## src/rtl/plru_array.sv

```systemverilog
// Tree pseudo-LRU replacement state for a set-associative cache: one binary
// tree of NUM_WAYS-1 bits per set, updated on access and walked for victims.
module plru_array #(
    parameter  int NUM_WAYS = 4,
    parameter  int NUM_SETS = 32,
    localparam int WAY_W    = $clog2(NUM_WAYS),
    localparam int SET_W    = $clog2(NUM_SETS),
    localparam int NODES    = NUM_WAYS - 1
) (
    input  logic                clk,
    input  logic                rst_n,
    input  logic                access_valid,
    input  logic [SET_W-1:0]    access_set,
    input  logic [WAY_W-1:0]    access_way,
    input  logic                victim_req,
    input  logic [SET_W-1:0]    victim_set,
    input  logic [NUM_WAYS-1:0] way_valid,
    output logic                victim_rdy,
    output logic [WAY_W-1:0]    victim_way,
    output logic                busy
);

    typedef enum logic {SWEEP, IDLE} state_e;

    state_e             state_q, state_d;
    logic [SET_W-1:0]   cnt_q, cnt_d;
    logic               busy_q, busy_d;
    logic               victim_rdy_q, victim_rdy_d;
    logic [WAY_W-1:0]   victim_way_q, victim_way_d;

    logic [NODES-1:0]   tree_q [NUM_SETS];
    logic               tree_we;
    logic [SET_W-1:0]   tree_wa;
    logic [NODES-1:0]   tree_wd;

    logic [NODES-1:0]   acc_tree;
    logic [NODES-1:0]   vic_tree;
    logic [WAY_W-1:0]   sel_way;

    // Point every node on the path to `way` away from it (heap order, MSB at root).
    function automatic logic [NODES-1:0] touch(input logic [NODES-1:0] bits,
                                               input logic [WAY_W-1:0] way);
        logic [NODES-1:0] r;
        logic [WAY_W-1:0] node;
        logic [WAY_W-1:0] w;
        logic             b;
        r    = bits;
        node = '0;
        w    = way;
        for (int unsigned l = 0; l < WAY_W; l++) begin
            b       = w[WAY_W-1];
            r[node] = ~b;
            node    = WAY_W'(2 * 32'(node) + 32'(b) + 1);
            w       = w << 1;
        end
        return r;
    endfunction

    function automatic logic [WAY_W-1:0] walk(input logic [NODES-1:0] bits);
        logic [WAY_W-1:0] node;
        logic [WAY_W-1:0] way;
        logic             b;
        node = '0;
        way  = '0;
        for (int unsigned l = 0; l < WAY_W; l++) begin
            b    = bits[node];
            way  = WAY_W'({way, b});
            node = WAY_W'(2 * 32'(node) + 32'(b) + 1);
        end
        return way;
    endfunction

    function automatic logic [WAY_W-1:0] choose(input logic [NUM_WAYS-1:0] valid,
                                                input logic [NODES-1:0] bits);
        logic [NUM_WAYS-1:0] v;
        logic [WAY_W-1:0]    way;
        logic                found;
        v     = valid;
        way   = walk(bits);
        found = 1'b0;
        for (int unsigned i = 0; i < NUM_WAYS; i++) begin
            if (!found && !v[0]) begin
                way   = WAY_W'(i);
                found = 1'b1;
            end
            v = v >> 1;
        end
        return way;
    endfunction

    always_comb begin
        acc_tree = touch(tree_q[access_set], access_way);
        // A same-cycle access to the requested set is visible to the victim pick.
        vic_tree = (access_valid && (access_set == victim_set)) ? acc_tree
                                                                : tree_q[victim_set];
        sel_way  = choose(way_valid, vic_tree);

        state_d      = state_q;
        cnt_d        = cnt_q;
        busy_d       = busy_q;
        victim_rdy_d = 1'b0;
        victim_way_d = victim_way_q;
        tree_we      = 1'b0;
        tree_wa      = cnt_q;
        tree_wd      = '0;

        case (state_q)
            SWEEP: begin
                tree_we = 1'b1;
                tree_wa = cnt_q;
                tree_wd = '0;
                if (cnt_q == SET_W'(NUM_SETS - 1)) begin
                    state_d = IDLE;
                    busy_d  = 1'b0;
                end else begin
                    cnt_d = cnt_q + 1'b1;
                end
            end
            IDLE: begin
                if (access_valid) begin
                    tree_we = 1'b1;
                    tree_wa = access_set;
                    tree_wd = acc_tree;
                end
                victim_rdy_d = victim_req;
                if (victim_req) begin
                    victim_way_d = sel_way;
                end
            end
            default: begin
                state_d = SWEEP;
            end
        endcase

        if (!rst_n) begin
            tree_we = 1'b0;
        end
    end

    always_ff @(posedge clk) begin
        if (!rst_n) begin
            state_q      <= SWEEP;
            cnt_q        <= '0;
            busy_q       <= 1'b1;
            victim_rdy_q <= 1'b0;
            victim_way_q <= '0;
        end else begin
            state_q      <= state_d;
            cnt_q        <= cnt_d;
            busy_q       <= busy_d;
            victim_rdy_q <= victim_rdy_d;
            victim_way_q <= victim_way_d;
        end
    end

    // Tree storage has no reset of its own; the sweep clears it.
    always_ff @(posedge clk) begin
        if (tree_we) begin
            tree_q[tree_wa] <= tree_wd;
        end
    end

    assign victim_rdy = victim_rdy_q;
    assign victim_way = victim_way_q;
    assign busy       = busy_q;

endmodule

```

## config.mk

```make
export PLATFORM = sky130hd
export DESIGN_NAME = plru_array
export DESIGN_NICKNAME = d
export VERILOG_FILES = /design/src/rtl/plru_array.sv
export SDC_FILE = /design/constraint.sdc
export NUM_CORES = 1
export LEC_CHECK = 0
export BUFFER_PORTS_ARGS = -buffer_cell sky130_fd_sc_hd__buf_2
export CORE_ASPECT_RATIO = 1.4
export CORE_MARGIN = 4
export CORE_UTILIZATION = 55
export CTS_CLUSTER_SIZE = 24
export DETAILED_ROUTE_END_ITERATION = 8
export MAX_ROUTING_LAYER = met4
export PLACE_DENSITY = 0.73
export REMOVE_ABC_BUFFERS = 1
export SLEW_MARGIN = 10
export SYNTH_ARGS = -nofsm -noshare
export SYNTH_HDL_FRONTEND = slang
export SYNTH_SLANG_ARGS = --single-unit
```

## constraint.sdc

```tcl
create_clock -name clk -period 3.9 [get_ports clk]
set_input_delay 0.78 -clock clk [delete_from_list [all_inputs] [get_ports clk]]
set_output_delay 0.78 -clock clk [all_outputs]
set_load 0.05 [all_outputs]
```

==> metrics.cfg, run 1 <==
[critical_path]
crit_end = tree_q[4][1]$_DFFE_PP_
worstPathRequired_ns = 3.96
reg2reg_slack_ns = 1.28
critPathKind = in -> reg
critPathArrivalTime_ns = 2.84
crit_start = access_set[0]
r2r_end = tree_q[16][1]$_DFFE_PP_
ff2ff_path_depth = 4
reg2reg_from = state_q$_SDFF_PN0_
startpoint_type = input pin
path_max_fanout = 32
crit_path_end_kind = flop

[place]
gpl.final_weighted_congestion = 0.947
place_area_sq_um = 5320
dpl.hpwl_microns = 8310
numPortBuffers = 23

[synthesis]
postSynthCellCount = 320
yosysSeqAreaShare_pct = 60.6
ys_types = 40
ys.warnings.count = 0
synth-seq-cells = 106
syn-cell-area_sq_um = 5090
syn_avg_cell_area_sq_um = 15.9

[clock_network]
cts-root-buf = clkbuf_16
cts_tree = done
cts_sinks = 106
cts_buffers = 9
cts-htree-levels = 3
clk_pin_slew_ns = 0.07
ctsHoldBuffers = 0
post-cts-setup-buffer-count = 0
clockBufferDepth = 2
post_cts_resized = 0
clock_latency_ns = 0.35

[timing]
rsz0062_at_grt = no
relSlewSlack_pct = 37.4
slew_viol_final = 0
worst_slew_pin_slew_ns = 0.936
finalSetupViolCount = 0
tns_ns = 0
fin_worst_skew_ns = 0.00988
hold_viol = 0
period_needed_ns = 2.78
fmax_mhz = 359
fin_crit_sh_pct = 71.4

[route]
vias = 3095
drt_pass1_iterations = 5
drt_iter0_drc = 356
drc = 0
routedWlPerCell_microns = 25.5
vias_per_cell = 6.77
wl_microns = 11700
ant_nets = 0

[power]
p_total_mw = 2.28
p_leak_nw = 1.94
p_per_area_nw_per_um2 = 408
vdd_drop_max_mv = 0.298

[global_routing]
grt_max_degree = 33
grt_pass1_vias = 3161
grt_pass1_wl_microns = 18100
antenna_found_initial = 0
track_usage_pct = 24.5
grt_overflow = 0

[floorplanning]
core-area_sq_um = 9030
die_x_microns = 89.3
start_util_pct = 56.4
die_y_microns = 122
io_pins = 24
dieArea_sq_um = 10900
rows = 41

[cells_and_area]
area_delta_synth_final_pct = 10.0
drive_gt1_share_pct = 25.4
fin_nets = 368
final_cell_area_sq_um = 5600
antenna_cells = 0
fill_cells = 652

[hold_path]
hold_class = reg -> reg

[run]
maxCapViolations = 0

[status]
status = finished clean

==> cells by family after synthesis <==
logic type,share of synthesized area (%)
DFF,60.6
and+or+nand+nor,8.73
muxes,22.6
AOI/OAI and AO/OA,4.08
buffers and inverters,2.14
xor gates and xnor gates,1.38
adders and majority gates,0.492
==> cell usage in the layout, fill, tap and decap left out, types with 8 or more instances in the layout <==
master     netlist  layout
clkbuf_16        0       9
nand2_1         21      21
mux4_2          38      38
edfxtp_1        96      96
buf_4            1       8
o21ai_0         14      14
nor2_1          39      39
dfxtp_1         10      10
mux2i_1         10      10
buf_2            3      23
==> stage by stage <==
| stage | worst slack, ns | hold WS, ns | utilization, % | std cells |
|---|---|---|---|---|
| 2_1_floorplan | 0.881 | 0.500 | - | 304 |
| 3_3_place_gp | 0.763 | 0.450 | 58.9 | 442 |
| 3_5_place_dp | 0.716 | 0.455 | 58.9 | 442 |
| 4_1_cts | 1.09 | 0.466 | 62.0 | 457 |
| 5_1_grt | 0.987 | 0.512 | 62.0 | 457 |
| 6_report | 1.12 | 0.463 | 62.0 | 457 |
==> state kept, by name, indices dropped and copies added, names as in the netlist <==
signal / cells
busy: 1
cnt_q: 5
state_q: 1
tree_q: 96
victim_rdy: 1
victim_way: 2
==> how the worst min path moves through the flow <==
stage / start / end / slack, ns / cells past startpoint
finish: busy$_SDFFE_PN1P_ / busy$_SDFFE_PN1P_ / 0.46 / 2
global route: busy$_SDFFE_PN1P_ / busy$_SDFFE_PN1P_ / 0.51 / 2
CTS: busy$_SDFFE_PN1P_ / busy$_SDFFE_PN1P_ / 0.47 / 2
detailed placement: busy$_SDFFE_PN1P_ / busy$_SDFFE_PN1P_ / 0.45 / 2
global placement: busy$_SDFFE_PN1P_ / busy$_SDFFE_PN1P_ / 0.45 / 2
floorplan: cnt_q[1]$_SDFFE_PN0P_ / cnt_q[1]$_SDFFE_PN0P_ / 0.50 / 2
==> report_power, final <==
| part | internal (mW) | switching (mW) |
|---|---|---|
| Combinational | 0.0722 | 0.0866 |
| Clock | 0.493 | 0.396 |
| Sequential | 1.23 | 0.00621 |
| Total | 1.79 | 0.489 |
==> metal layers <==
metal	vias up	track usage, %	wire, microns
met3	31	3.72	702
li1	1326	-	-
met2	151	38.2	6070
met1	1587	31.2	4440
met4	0	12.5	464
met5	-	-	0
==> worst max-delay path, stage by stage <==
cell and delay [ns]:
buf_2 0.39, mux4_2 0.60, mux4_2 0.46, nand2b_1 0.15
nand3_1 0.12, a21oi_2 0.07, buf_4 0.25
==> synth_stat cells (all sizes together) <==
| library cell | n | share of area (%) |
|---|---|---|
| edfxtp | 96 | 57 |
| mux4 | 45 | 20 |
| nor2 | 39 | 2.9 |
| nand2 | 21 | 1.5 |
| o21ai | 14 | 1.4 |
| dfxtp | 10 | 3.9 |
| mux2i | 10 | 2.0 |
| buf | 8 | 1.2 |
| clkbuf | 8 | 0.59 |
| nand3 | 7 | 0.69 |
| and2 | 5 | 0.61 |
| inv | 5 | 0.37 |
| nand2b | 5 | 0.61 |
| xor2 | 5 | 0.86 |
| a21oi | 4 | 0.39 |
| a22oi | 4 | 0.59 |
| nor2b | 4 | 0.49 |
| a21boi | 3 | 0.44 |
| nand3b | 3 | 0.44 |
| or2 | 3 | 0.37 |
| xnor2 | 3 | 0.52 |
| a211oi | 2 | 0.29 |
| and3 | 2 | 0.25 |
| ha | 2 | 0.49 |
| a311oi | 1 | 0.17 |
| and3b | 1 | 0.17 |
| mux2 | 1 | 0.22 |
| nand4 | 1 | 0.12 |
| nor4 | 1 | 0.12 |
| nor4b | 1 | 0.29 |
| o2111ai | 1 | 0.17 |
| o211ai | 1 | 0.15 |
| o22ai | 1 | 0.12 |
| o311a | 1 | 0.20 |
| o311ai | 1 | 0.17 |
| or3 | 1 | 0.12 |
==> final cells by class <==
class                   count  area [sq um]  share of cell area [%]
multi-input cells         193          1910                    34.0
inverters                   5          18.8                   0.335
well taps                 107           134                    2.39
clock buffers              10           229                    4.09
clock inverters             5          55.1                   0.983
repair buffers             31           175                    3.13
flip-flops and latches    106          3080                    55.0
Power figures use the tool's default switching activity.
==> run 2: changes to the inputs <==
--- a/config.mk
+++ b/config.mk
@@ -12,7 +12,7 @@
 export CTS_CLUSTER_SIZE = 24
 export DETAILED_ROUTE_END_ITERATION = 8
 export MAX_ROUTING_LAYER = met4
-export PLACE_DENSITY = 0.73
+export PLACE_DENSITY = 0.75
 export REMOVE_ABC_BUFFERS = 1
 export SLEW_MARGIN = 10
 export SYNTH_ARGS = -nofsm -noshare
==> constraint.sdc (replaced) <==
create_clock -name clk -period 2.5 [get_ports clk]
set_input_delay 0.5 -clock clk [delete_from_list [all_inputs] [get_ports clk]]
set_output_delay 0.5 -clock clk [all_outputs]
set_load 0.05 [all_outputs]
==> run 2 against run 1 <==
Against the previous run:
- sequential power rose by 56%
- combinational power rose by 81%
- non-clock buffer count rose by 32
- critical endpoint is now tree_q[10][2]$_DFFE_PP_
- design area rose by 5.5%
- register-to-register slack got worse by 0.99 ns
- first-iteration DRC count rose by 12%
- clock skew fell by 0.0032 ns
- sequential share of layout area fell by 2.9 points
- count of clock-buffer cells in the layout fell by 1
- critical path depth rose by 1
- via count rose by 2.6%
- worst hold slack got worse by 0.026 ns
==> metrics.cfg, run 2 (synthesized netlist as in run 1, its figures left out) <==
[route]
vias_per_cell = 6.50  ; -4.1%
drt_iter0_drc = 400  ; +12%
drt_pass1_iterations = 5  ; unchanged
drc = 0  ; unchanged
ant_nets = 0  ; unchanged
vias = 3177  ; +2.6%
routedWlPerCell_microns = 24.3  ; -4.7%
wl_microns = 11900  ; +1.9%

[cells_and_area]
fin_nets = 400  ; +8.7%
final_common_cell = edfxtp_1
drive_gt1_share_pct = 31.9  ; +6.5 points
mostFrequentLayoutCells = edfxtp_1 (96), nor2_1 (39), mux4_2 (38)
regArea_sq_um = 3080  ; unchanged
antenna_cells = 0  ; unchanged
area_delta_synth_final_pct = 16.1
fill_cells = 615  ; -5.7%
multi_input_area_sq_um = 1910  ; unchanged
largest_register = tree_q
largest_reg_flops = 96  ; unchanged

[timing]
relSlewSlack_pct = 72.1  ; +35 points
finalSetupViolCount = 0  ; unchanged
rsz0062_at_grt = no
layout_setup_ws_ns = 0.285  ; -0.831 ns
fin_worst_skew_ns = 0.00671  ; -0.00317 ns
hold_viol = 0  ; unchanged
slew_viol_final = 0  ; unchanged
whs_ns = 0.437  ; -0.0258 ns
fin_crit_sh_pct = 88.6
period_needed_ns = 2.21
fmax_mhz = 452
worst_slew_pin_slew_ns = 0.415  ; -0.521 ns

[place]
dp_slack_ns = -0.0504  ; -0.766 ns
gpl.final_weighted_congestion = 0.937  ; -1.1%
numPortBuffers = 23  ; unchanged
dpl.hpwl_microns = 8720  ; +5.0%

[power]
combPwrFrac_pct = 8.0  ; +1.0 points
switching_share_pct = 21.3  ; -0.094 points
p_total_mw = 3.60  ; +58%
switching_power_mw = 0.768  ; +57%
sequentialPowerShare_pct = 53.5  ; -0.6 points
pwr-share-clk_pct = 38.5  ; -0.5 points
p_per_area_nw_per_um2 = 609  ; +49%
vdd_drop_max_mv = 0.561  ; +88%
p_int_mw = 2.83  ; +58%
p_leak_nw = 2.12  ; +9.3%

[critical_path]
critPathArrivalTime_ns = 2.30  ; -0.54 ns
reg2reg_slack_ns = 0.29  ; -0.99 ns
crit_buf_inv = 3  ; +1
worstPathRequired_ns = 2.59  ; -1.37 ns
critPathTopFamily = multiplexers
crit_path_end_kind = flop
crit_path_max_incr_delay_ns = 0.52  ; -0.08 ns
reg2reg_from = tree_q[7][2]$_DFFE_PP_
path_max_fanout = 32  ; unchanged
path_cells = buf_2 -> buf_12 -> mux4_2 -> mux4_2 -> o22ai_1 -> or3_1 -> a21oi_2 -> buf_12
cp_slowest_cell = mux4_2
critPathKind = in -> reg
crit_start = access_set[0]
startpoint_type = input pin

[floorplanning]
rows = 41  ; unchanged
die_y_microns = 122  ; unchanged
die_x_microns = 89.3  ; unchanged
start_util_pct = 56.4  ; unchanged
dieArea_sq_um = 10900  ; unchanged
core-area_sq_um = 9030  ; unchanged
io_pins = 24  ; unchanged

[global_routing]
grt_max_degree = 33  ; unchanged
grt_pass1_wl_microns = 18100  ; about the same
track_usage_pct = 24.4  ; -0.10 points
grt_overflow = 0  ; unchanged
antenna_found_initial = 0  ; unchanged
grt_pass1_vias = 3201  ; +1.3%

[clock_network]
cts_tree = done
clock_latency_ns = 0.35  ; about the same
clk_pin_slew_ns = 0.07  ; about the same
clockBufferDepth = 2  ; unchanged
post_cts_resized = 0  ; unchanged
ctsHoldBuffers = 0  ; unchanged
post-cts-setup-buffer-count = 0  ; unchanged
cts_sinks = 106  ; unchanged
cts-htree-levels = 3  ; unchanged
cts-root-buf = clkbuf_16
cts_buffers = 9  ; unchanged

[hold_path]
hold_class = in -> reg
hold_start = rst_n

[run]
maxCapViolations = 0  ; unchanged

[status]
status = finished clean

run 2: power groups by stage:
| stage | Clock (mW) | Combinational, mW | Sequential, mW |
|---|---|---|---|
| 2_1_floorplan | 0 | 0.138 | 1.96 |
| 3_3_place_gp | 0 | 0.280 | 1.97 |
| 3_5_place_dp | 0 | 0.286 | 1.97 |
| 4_1_cts | 1.39 | 0.288 | 1.93 |
| 5_1_grt | 1.48 | 0.308 | 1.93 |
| 6_report | 1.39 | 0.287 | 1.93 |
run 2: cell type report:
type                       instances  share of cell area [%]
sequential                       106                    52.2
multi-input combinational        193                    32.3
timing repair buffer              63                    8.09
clock buffer                       9                    3.81
tap                              107                    2.27
clock inverter                     6                    1.08
inverter                           5                   0.318
run 2: worst register-to-register path: stages, from the launching register on:
cell	delay [ns]
edfxtp_1	0.43
mux4_2	0.50
mux4_2	0.46
o22ai_1	0.14
or3_1	0.16
a21oi_2	0.08
buf_12	0.16
run 2: metrics by stage:
stage | setup TNS [ns] | utilization, % | cells | instance area, sq um
global route | 0 | 65.4 | 489 | 5910
global placement | -0.572 | 62.2 | 474 | 5620
detailed placement | -3.08 | 62.2 | 474 | 5620
CTS | 0 | 65.4 | 489 | 5910
floorplan | -7.65 | - | 304 | 5000
finish | 0 | 65.4 | 489 | 5910
run 2: worst paths after layout:
check | depth (start not counted) | to
setup / recovery | 8 | tree_q[10][2]$_DFFE_PP_
hold / removal | 2 | busy$_SDFFE_PN1P_
setup reg to reg | 6 | tree_q[10][2]$_DFFE_PP_
hold reg to reg | 2 | busy$_SDFFE_PN1P_
run 2: routing by layer:
layer / track usage, % / share of wire (%) / vias to the layer above
met5: - / 0 / -
met4: 9.68 / 3.0 / 0
met3: 4.67 / 7.0 / 28
met2: 39.3 / 52 / 162
met1: 30.4 / 37 / 1599
li1: - / - / 1388
